<file path="src/rtl/eps_pkg.sv">
// rtl/eps_pkg.sv - shared state encoding and widths for the epsilon scheduler
package eps_pkg;
  typedef enum logic [1:0] {IDLE, SEED, WARM, RUN} state_e;
  localparam int SEED_W = 5;
  localparam int CNT_W  = 16;
endpackage

</file>
<file path="src/rtl/eps_sched_rr_arbiter.sv">
// rtl/eps_sched_rr_arbiter.sv - combinational round-robin arbiter, search begins at ptr
module rr_arbiter #(
  parameter int N  = 4,
  parameter int IW = (N > 1) ? $clog2(N) : 1
) (
  input  logic [N-1:0]  req,
  input  logic [IW-1:0] ptr,
  output logic [N-1:0]  gnt,
  output logic [IW-1:0] win,
  output logic          any
);
  logic          found;
  logic [IW-1:0] idx;
  int            sum;

  always_comb begin
    gnt   = '0;
    win   = '0;
    found = 1'b0;
    idx   = '0;
    sum   = 0;
    for (int off = 0; off < N; off++) begin
      sum = (int'(ptr) + off) % N;
      idx = IW'(sum);
      if (!found && req[idx]) begin
        gnt[idx] = 1'b1;
        win      = idx;
        found    = 1'b1;
      end
    end
  end

  assign any = |req;
endmodule

</file>
<file path="src/rtl/eps_sched.sv">
// rtl/eps_sched.sv - round-robin epsilon PRNG scheduler with seed/warm-up sequencing; EPS_SIGN_EN adds sign alternation
module eps_sched
  import eps_pkg::*;
#(
  parameter int BITSIZE   = 20,
  parameter int N_REQ     = 4,
  parameter int SEED_CYC  = 2,
  parameter int WARMUP    = 2,
  parameter int EPOCH_LEN = 64
) (
  input  logic               clk,
  input  logic               rst_n,
  input  logic               start,
  input  logic [SEED_W-1:0]  seed_in,
  input  logic               reseed,
  input  logic [N_REQ-1:0]   req,
  output logic [N_REQ-1:0]   gnt,
  output logic [BITSIZE-1:0] eps_data,
  output logic               eps_valid,
  output logic               busy,
  output logic [CNT_W-1:0]   sample_cnt,
  output logic               prng_rst,
  output logic [SEED_W-1:0]  prng_seed,
  input  logic [BITSIZE-1:0] prng_data
);
  localparam int PW = (N_REQ > 1) ? $clog2(N_REQ) : 1;

  state_e             state_q, state_d;
  logic [CNT_W-1:0]   cyc_q, cyc_d;
  logic [PW-1:0]      ptr_q, ptr_d;
  logic [CNT_W-1:0]   cnt_q, cnt_d;
  logic [N_REQ-1:0]   gnt_q, gnt_d;
  logic [BITSIZE-1:0] eps_q, eps_d;
  logic               vld_q, vld_d;
  logic [SEED_W-1:0]  seed_q, seed_d;
  logic               sign_q, sign_d;
  logic [BITSIZE-1:0] sample;

  logic [N_REQ-1:0]   arb_gnt;
  logic [PW-1:0]      arb_win;
  logic               arb_any;

  rr_arbiter #(.N(N_REQ), .IW(PW)) u_arb (
    .req (req),
    .ptr (ptr_q),
    .gnt (arb_gnt),
    .win (arb_win),
    .any (arb_any)
  );

`ifdef EPS_SIGN_EN
  assign sample = sign_q ? (BITSIZE'(0) - prng_data) : prng_data;
`else
  assign sample = prng_data;
`endif

  always_comb begin
    state_d = state_q;
    cyc_d   = cyc_q;
    ptr_d   = ptr_q;
    cnt_d   = cnt_q;
    gnt_d   = '0;
    vld_d   = 1'b0;
    eps_d   = eps_q;
    seed_d  = seed_q;
    sign_d  = sign_q;
    case (state_q)
      IDLE: begin
        if (start) begin
          state_d = SEED;
          seed_d  = seed_in;
          cyc_d   = '0;
          cnt_d   = '0;
          sign_d  = 1'b0;
        end
      end
      SEED: begin
        if (cyc_q == CNT_W'(SEED_CYC - 1)) begin
          state_d = WARM;
          cyc_d   = '0;
        end else begin
          cyc_d = cyc_q + 1'b1;
        end
      end
      WARM: begin
        if (cyc_q == CNT_W'(WARMUP - 1)) begin
          state_d = RUN;
          cyc_d   = '0;
        end else begin
          cyc_d = cyc_q + 1'b1;
        end
      end
      RUN: begin
        // Reseed takes priority over the epoch limit and any pending request
        if (reseed || (EPOCH_LEN != 0 && cnt_q == CNT_W'(EPOCH_LEN))) begin
          state_d = SEED;
          seed_d  = reseed ? seed_in : seed_q + 1'b1;
          cyc_d   = '0;
          cnt_d   = '0;
          sign_d  = 1'b0;
        end else if (arb_any) begin
          gnt_d  = arb_gnt;
          vld_d  = 1'b1;
          eps_d  = sample;
          cnt_d  = cnt_q + 1'b1;
          ptr_d  = (arb_win == PW'(N_REQ - 1)) ? '0 : arb_win + 1'b1;
          sign_d = ~sign_q;
        end
      end
      default: state_d = IDLE;
    endcase
  end

  always_ff @(posedge clk or negedge rst_n) begin
    if (!rst_n) begin
      state_q <= IDLE;
      cyc_q   <= '0;
      ptr_q   <= '0;
      cnt_q   <= '0;
      gnt_q   <= '0;
      eps_q   <= '0;
      vld_q   <= 1'b0;
      seed_q  <= '0;
    end else begin
      state_q <= state_d;
      cyc_q   <= cyc_d;
      ptr_q   <= ptr_d;
      cnt_q   <= cnt_d;
      gnt_q   <= gnt_d;
      eps_q   <= eps_d;
      vld_q   <= vld_d;
      seed_q  <= seed_d;
    end
  end

`ifdef EPS_SIGN_EN
  always_ff @(posedge clk or negedge rst_n) begin
    if (!rst_n) sign_q <= 1'b0;
    else        sign_q <= sign_d;
  end
`else
  assign sign_q = 1'b0;
  logic unused_sign;
  assign unused_sign = sign_d;
`endif

  assign gnt        = gnt_q;
  assign eps_valid  = vld_q;
  assign eps_data   = eps_q;
  assign busy       = (state_q == SEED) || (state_q == WARM);
  assign prng_rst   = (state_q == IDLE) || (state_q == SEED);
  assign prng_seed  = seed_q;
  assign sample_cnt = cnt_q;
endmodule

</file>
<file path="config.mk">
export PLATFORM = sky130hd
export DESIGN_NAME = eps_sched
export DESIGN_NICKNAME = d
export VERILOG_FILES = /design/src/rtl/eps_pkg.sv /design/src/rtl/eps_sched_rr_arbiter.sv /design/src/rtl/eps_sched.sv
export SDC_FILE = /design/constraint.sdc
export NUM_CORES = 1
export LEC_CHECK = 0
export BUFFER_PORTS_ARGS = -buffer_cell sky130_fd_sc_hd__buf_2
export CORE_MARGIN = 8
export CORE_UTILIZATION = 25
export CTS_CLUSTER_SIZE = 40
export DETAILED_ROUTE_END_ITERATION = 8
export GPL_ROUTABILITY_DRIVEN = 0
export PLACE_DENSITY_LB_ADDON = 0.25
export SLEW_MARGIN = 0
export SYNTH_ARGS = -nofsm -noshare
export SYNTH_HDL_FRONTEND = slang
export SYNTH_SLANG_ARGS = --single-unit
export TNS_END_PERCENT = 100
</file>
<file path="constraint.sdc">
create_clock -name clk -period 2.45 [get_ports clk]
set_input_delay 0.1225 -clock clk [delete_from_list [all_inputs] [get_ports clk]]
set_output_delay 0.1225 -clock clk [all_outputs]
set_load 0.05 [all_outputs]
</file>
==> key figures, run 1 <==
Synthesis
  – Most frequent cell after synthesis: dfrtp_1
  – Mapped Area: 3621 um2
  – Syn Nets: 421
  – Async S/R FF share, synth: 100.0%
  – Number of flops mapped to enable cells by yosys: 0
  – Synth area leaders: dfrtp_1 46%, o21ai_0 7.9%, mux2_2 6.2%, ha_1 5.9%, nand2_1 3.5%
  – YS warnings: 0
  – Mean Syn Cell Area: 9.760 um2
  – Synth Register Bits: 66
  – Post-Synthesis Cells: 371
  – Distinct cell type count after synthesis: 50
  – Top cell type's share of synthesized area: 45.61%
  – Synth top cells by count: 66 x dfrtp_1, 57 x o21ai_0, 34 x nand2_1
  – Synth Flop Type: dfrtp_1
  – Sequential element share of the synthesized area: 45.61%
  – Synth area leader: dfrtp_1

Die
  – Core Region: between 10000 and 15000 um2
  – Die area: 18590 um2
  – Die Span X: 136.4 um
  – I/O Pins: 81
  – Site row count: 44
  – Initial Util: 25.20%
  – Die height: 136.4 um

STA
  – Fin. max-slew vios: 0
  – Unrepaired setup endpoints after global routing: no
  – Worst Tran Pin Value: 0.7795 ns
  – Final hold slack: 0.02835 ns
  – Minimum clock period: 2.262 ns
  – Worst Skew: roughly 0.0066 ns
  – Endpoints failing setup: 0
  – Final setup TNS: 0 ns
  – Setup slack after layout: 0.1880 ns
  – Final hold viol count: 0
  – Final Cycle Share: between 90% and 100%
  – Fmax: 442.1 MHz
  – Rel. slew slack: 48.03%

Routing
  – WL/cell: between 10 and 15 um
  – DRT iter0 DRCs: 164
  – DRC: 0
  – WL final: 9541 um
  – Pre-Repair DR Iteration Count: 8
  – Antenna Nets Post-Route: 0
  – Vias: 3209
  – DR vias/cell: 4.967

Setup path
  – R2R Setup Slk: 0.19 ns
  – CP arrival: 2.48 ns
  – Capturing point of the worst reg2reg path: ptr_q[1]
  – WP data required: 2.66 ns
  – Worst-path maximum fanout: 6
  – Worst setup EP type: flip-flop
  – CP Launch Type: flip-flop
  – Crit Path Category: flip-flop to flip-flop
  – Worst R2R Start: ptr_q[1]
  – FF-to-FF path depth: 7

Clock tree
  – Post-CTS setup buffer count: 0
  – H-tree Lvls: 3
  – CTS tree: done
  – CTS Buf Count: 9
  – CTS Buffer Depth: 2
  – # clock sinks: 66
  – Clock latency on the worst-skew pair: 0.33 ns
  – Root Buffer Master: clkbuf_16
  – Clock transition at path regs: 0.06 ns

Global route
  – GR Overflow Total: 0
  – Vias in the first global route: 3032
  – Largest net degree at the start of global routing: 35
  – Initial antenna violation count: 0
  – First-pass GRT wire length: 15300 um
  – Overall Global Routing Usage: around a tenth

Layout
  – Finished Layout Cells: between 600 and 700
  – Synth-to-layout area growth: 26.23%
  – N_diodes: 0
  – Layout cells sized above 1: 30.74%
  – # nets final: 507

Min path
  – Worst hold path stage count: 2
  – Hold_sp: prng_data[15]
  – Worst hold path class: input pin to flip-flop
  – Hold worst-path end: eps_data[15]

Place
  – Final HPWL DP: between 7000 and 8000 um
  – Port buffer count: 80
  – Cells after DPL: 629
  – Pre-CTS WS: 0.1630 ns

Pwr
  – Peak supply drop: 0.3585 mV
  – Tot Pwr: between 0.005 and 0.006 W
  – P_leak: 2.092 nW
  – Power Density: 1289 nW/um2

Job
  – Max_cap viols: 0

Outcome
  – Outcome: finished clean
[worst max path at each step]
stage | from | end | slack [ns] | depth (start not counted)
detailed placement | sample_cnt[0] | sample_cnt[2] | 0.16 | 7
CTS | sample_cnt[0] | sample_cnt[2] | 0.13 | 7
global route | sample_cnt[0] | cyc_q[15] | 0.003 | 8
finish | ptr_q[1] | ptr_q[1] | 0.19 | 7
floorplan | ptr_q[1] | ptr_q[1] | 0.003 | 8
global placement | sample_cnt[0] | sample_cnt[15] | 0.20 | 7
[cell usage in the layout, fill, tap and decap left out, drive strengths merged, types with 4 or more instances in the layout]
cell type / Yosys / final
inv: 11 / 11
ha: 17 / 17
o21ai: 64 / 64
nor3: 4 / 4
nor4: 5 / 5
buf: 9 / 93
nand2: 34 / 34
o31ai: 6 / 6
clkbuf: 10 / 12
a31oi: 13 / 13
a21oi: 15 / 15
a222oi: 4 / 4
and4: 4 / 4
nor3b: 4 / 4
nor2: 19 / 19
nand3: 10 / 10
dfrtp: 66 / 66
mux2: 20 / 20
nand4: 14 / 14
and3: 9 / 9
[through the flow]
| step | util, % | area [um2] |
|---|---|---|
| after global placement | 29.58 | 4250 |
| after global routing | 31.81 | 4571 |
| final | 31.81 | 4571 |
| after CTS | 31.72 | 4558 |
| after detailed placement | 29.58 | 4250 |
| after floorplan | - | 3630 |
[area by class of cell]
cell class                      instances  area, um2
Timing Repair Buffer                   94      508.0
Multi-Input combinational cell        275       1842
Clock buffer                           12      246.5
Sequential cell                        66       1652
Inverter                               11      41.29
Clock inverter                          4      51.30
Tap cell                              184      230.2
Fill cell                            1489       9798
[logic make-up (layout without fill, tap and decap cells)]
group / after synthesis / count (layout) / synth area share [%]
XOR/XNOR: 1 / 1 / 0.2419
flip-flops: 66 / 66 / 45.61
AO/OA/AOI/OAI: 113 / 113 / 18.04
adder cells (fa/ha/maj): 17 / 17 / 5.874
AND/OR/NAND/NOR: 119 / 119 / 17.93
multiplexers: 25 / 25 / 8.293
buffers and inverters: 30 / 121 / 4.008
[report_power, final]
group / internal, W / total [W] / switching, W
Clock: 0.000816 / 0.00129 / 0.000478
Sequential: 0.00138 / 0.00156 / 0.000182
Combinational: 0.000943 / 0.00304 / 0.00209
[timing repair]
action                                 4_1_cts  5_1_grt
gates resized for setup                      0        3
setup endpoints to repair                    0       12
endpoints found under the hold margin       32        0
hold buffers                                 1        0
[routing by layer]
layer | routed length (um) | track usage [%] | vias up
met4 | 102 | 3.295 | 0
li1 | - | - | 1551
met1 | 4229 | 12.52 | 1578
met2 | 4772 | 17.49 | 71
met5 | 0 | 0 | -
met3 | 438 | 2.661 | 9
[registers in the layout, indices dropped and copies added, names as in the netlist]
signal / flops
state_q: 2
eps_data: 20
ptr_q: 2
sample_cnt: 16
gnt: 4
prng_seed: 5
eps_valid: 1
cyc_q: 16
[worst max-delay path, cell delays in order, from the launching register on]
cell	delay (ns)
dfrtp_1	0.36
inv_1	0.10
ha_1	0.42
mux4_2	0.56
nor2b_1	0.21
o31ai_2	0.28
xnor2_1	0.16
o21ai_1	0.07
Power figures use the tool's default switching activity.
==> inputs of run 2 (changes only) <==
--- a/config.mk
+++ b/config.mk
@@ -8,6 +8,7 @@
 export BUFFER_PORTS_ARGS = -buffer_cell sky130_fd_sc_hd__buf_2
 export CORE_MARGIN = 8
 export CORE_UTILIZATION = 25
+export CTS_BUF_LIST = sky130_fd_sc_hd__clkbuf_16
 export CTS_CLUSTER_SIZE = 40
 export DETAILED_ROUTE_END_ITERATION = 8
 export GPL_ROUTABILITY_DRIVEN = 0
==> key figures, run 2 (synthesis results as in run 1) <==
Setup path
  – Slowest cell on the critical path: mux4_2 (unchanged)
  – FF-to-FF path depth: 7 (unchanged)
  – Worst R2R Start: ptr_q[1] (unchanged)
  – Max incr delay on CP: 0.56 ns (about the same)
  – R2R Setup Slk: 0.19 ns (about the same)
  – Worst setup EP type: flip-flop (unchanged)
  – CP Launch Type: flip-flop (unchanged)
  – WP data required: 2.66 ns (about the same)
  – Worst setup path start: ptr_q[1] (unchanged)
  – Worst-path maximum fanout: 6 (unchanged)
  – CP Capture Point: ptr_q[1] (unchanged)
  – Capturing point of the worst reg2reg path: ptr_q[1] (unchanged)
  – Crit Path Category: flip-flop to flip-flop (unchanged)
  – CP arrival: 2.48 ns (about the same)
  – Cells along the critical path: inv_1 -> ha_1 -> mux4_2 -> nor2b_1 -> o31ai_2 -> xnor2_1 -> o21ai_1 (unchanged)

STA
  – Minimum clock period: 2.264 ns (was 2.262 ns)
  – Final Cycle Share: 92.40% (was 92.33%)
  – Fmax: 441.8 MHz (was 442.1 MHz)
  – Worst Skew: 0.006030 ns (was 0.006583 ns)
  – Rel. slew slack: 48.02% (was 48.03%)
  – Final hold viol count: 0 (unchanged)
  – Final setup TNS: 0 ns (unchanged)
  – Final hold slack: 0.02874 ns (was 0.02835 ns)
  – Endpoints failing setup: 0 (unchanged)
  – Worst Tran Pin Value: 0.7798 ns (was 0.7795 ns)
  – Fin. max-slew vios: 0 (unchanged)
  – Unrepaired setup endpoints after global routing: no (unchanged)
  – Setup slack after layout: 0.1863 ns (was 0.1880 ns)

Global route
  – Largest net degree at the start of global routing: 35 (unchanged)
  – GR Overflow Total: 0 (unchanged)
  – First-pass GRT wire length: 15300 um (unchanged)
  – Vias in the first global route: 3028 (was 3032)
  – Overall Global Routing Usage: 10.33% (unchanged)
  – Initial antenna violation count: 0 (unchanged)

Place
  – Final HPWL DP: 7006 um (unchanged)
  – Pre-CTS WS: 0.1630 ns (unchanged)
  – Port buffer count: 80 (unchanged)
  – Cells after DPL: 629 (unchanged)

Routing
  – Pre-Repair DR Iteration Count: 6 (was 8)
  – DRT iter0 DRCs: 183 (was 164)
  – DRC: 0 (unchanged)
  – DR vias/cell: 4.991 (was 4.967)
  – Antenna Nets Post-Route: 0 (unchanged)
  – WL/cell: 14.80 um (was 14.77 um)
  – Vias: 3224 (was 3209)
  – WL final: 9561 um (was 9541 um)

Clock tree
  – Post-CTS setup buffer count: 0 (unchanged)
  – CTS Buf Count: 9 (unchanged)
  – CTS Buffer Depth: 2 (unchanged)
  – Root Buffer Master: clkbuf_16 (unchanged)
  – # clock sinks: 66 (unchanged)
  – Clock latency on the worst-skew pair: 0.32 ns (was 0.33 ns)
  – H-tree Lvls: 3 (unchanged)
  – CTS tree: done (unchanged)
  – Clock transition at path regs: 0.06 ns (about the same)

Pwr
  – Power Density: 1282 nW/um2 (was 1289 nW/um2)
  – Peak supply drop: 0.3614 mV (was 0.3585 mV)
  – P_leak: 2.095 nW (was 2.092 nW)

Job
  – Max_cap viols: 0 (unchanged)

Layout
  – N_diodes: 0 (unchanged)
  – Sequential Area: 1652 um2 (unchanged)
  – Synth-to-layout area growth: 25.95% (was 26.23%)
  – Layout cells sized above 1: 30.52% (was 30.74%)
  – Max reg flops: 20 (unchanged)
  – Finished Layout Cells: 646 (unchanged)
  – Multi-input gate area: 1842 um2 (unchanged)
  – # nets final: 507 (unchanged)
  – Highest-count cells in the layout ignoring fill and taps: 80 x buf_2, 66 x dfrtp_1, 57 x o21ai_0 (unchanged)
  – Fill cell count: 1490 (was 1489)
  – Final Util: 31.74% (was 31.81%)
  – Most common cell after layout, fill and taps aside: buf_2 (unchanged)

Die
  – I/O Pins: 81 (unchanged)
  – Die Span X: 136.4 um (unchanged)
  – Die area: 18590 um2 (unchanged)
  – Die height: 136.4 um (unchanged)
  – Initial Util: 25.20% (unchanged)
  – Site row count: 44 (unchanged)
  – Core Region: 14370 um2 (unchanged)

Outcome
  – Outcome: finished clean (unchanged)

Min path
  – Worst hold path class: input pin to flip-flop (unchanged)
[run 2: cell count changes in the layout (fill, tap and decap cells not counted)]
cell / delta
clkinv_1: +1
clkbuf_1: -2
clkbuf_8: -1
inv_1: +2
[run 2: worst min-delay path by stage]
| stage | depth (start not counted) | start | endpoint | slack, ns |
|---|---|---|---|---|
| final | 2 | prng_data[15] | eps_data[15] | 0.03 |
| after global routing | 2 | prng_data[9] | eps_data[9] | 0.02 |
| after CTS | 2 | prng_data[15] | eps_data[15] | 0.01 |
| after detailed placement | 1 | rst_n | eps_data[7] | 0.25 |
| after global placement | 1 | rst_n | eps_data[7] | 0.27 |
| after floorplan | 0 | rst_n | cyc_q[0] | -0.17 |
[run 2: final cells by class]
cell class,instances,share of cell area (%)
Sequential cell,66,36.21
Timing Repair Buffer,94,11.14
Clock inverter,7,1.372
Clock buffer,9,4.938
Inverter,11,0.9054
Multi-Input combinational cell,275,40.38
Tap cell,184,5.048
[run 2: metal layers]
| metal | part of all wire [%] | GRT usage (%) | vias to the layer above |
|---|---|---|---|
| met5 | 0 | 0 | - |
| met2 | 50 | 17.44 | 69 |
| met1 | 44 | 12.56 | 1588 |
| met4 | 1.1 | 3.295 | 0 |
| li1 | - | - | 1556 |
| met3 | 4.5 | 2.661 | 11 |
[run 2: power by group]
part           switching, W  internal, W
Clock              0.000473     0.000776
Sequential         0.000184      0.00138
Combinational       0.00209     0.000942
Total               0.00275      0.00310
[run 2: per-stage QoR]
stage / cell area (um2) / power (W)
after global placement: 4250 / 0.004582
after detailed placement: 4250 / 0.004620
final: 4561 / 0.005847
after CTS: 4548 / 0.005896
after floorplan: 3630 / 0.003851
after global routing: 4561 / 0.006239
[run 2: critical path: cells and delay by family (launching register included)]
| kind | cells | cell delay [ns] |
|---|---|---|
| fa+ha+maj | 1 | 0.42 |
| compound gates | 2 | 0.35 |
| flops | 1 | 0.36 |
| mux | 1 | 0.56 |
| xor+xnor | 1 | 0.16 |
| simple gates | 1 | 0.21 |
| buf+inv | 1 | 0.10 |
[run 2: what timing repair did]
item,CTS,global route
endpoints found under the hold margin,32,0
resized for setup,0,3
hold buffers,1,0
endpoints found under the setup margin,0,12
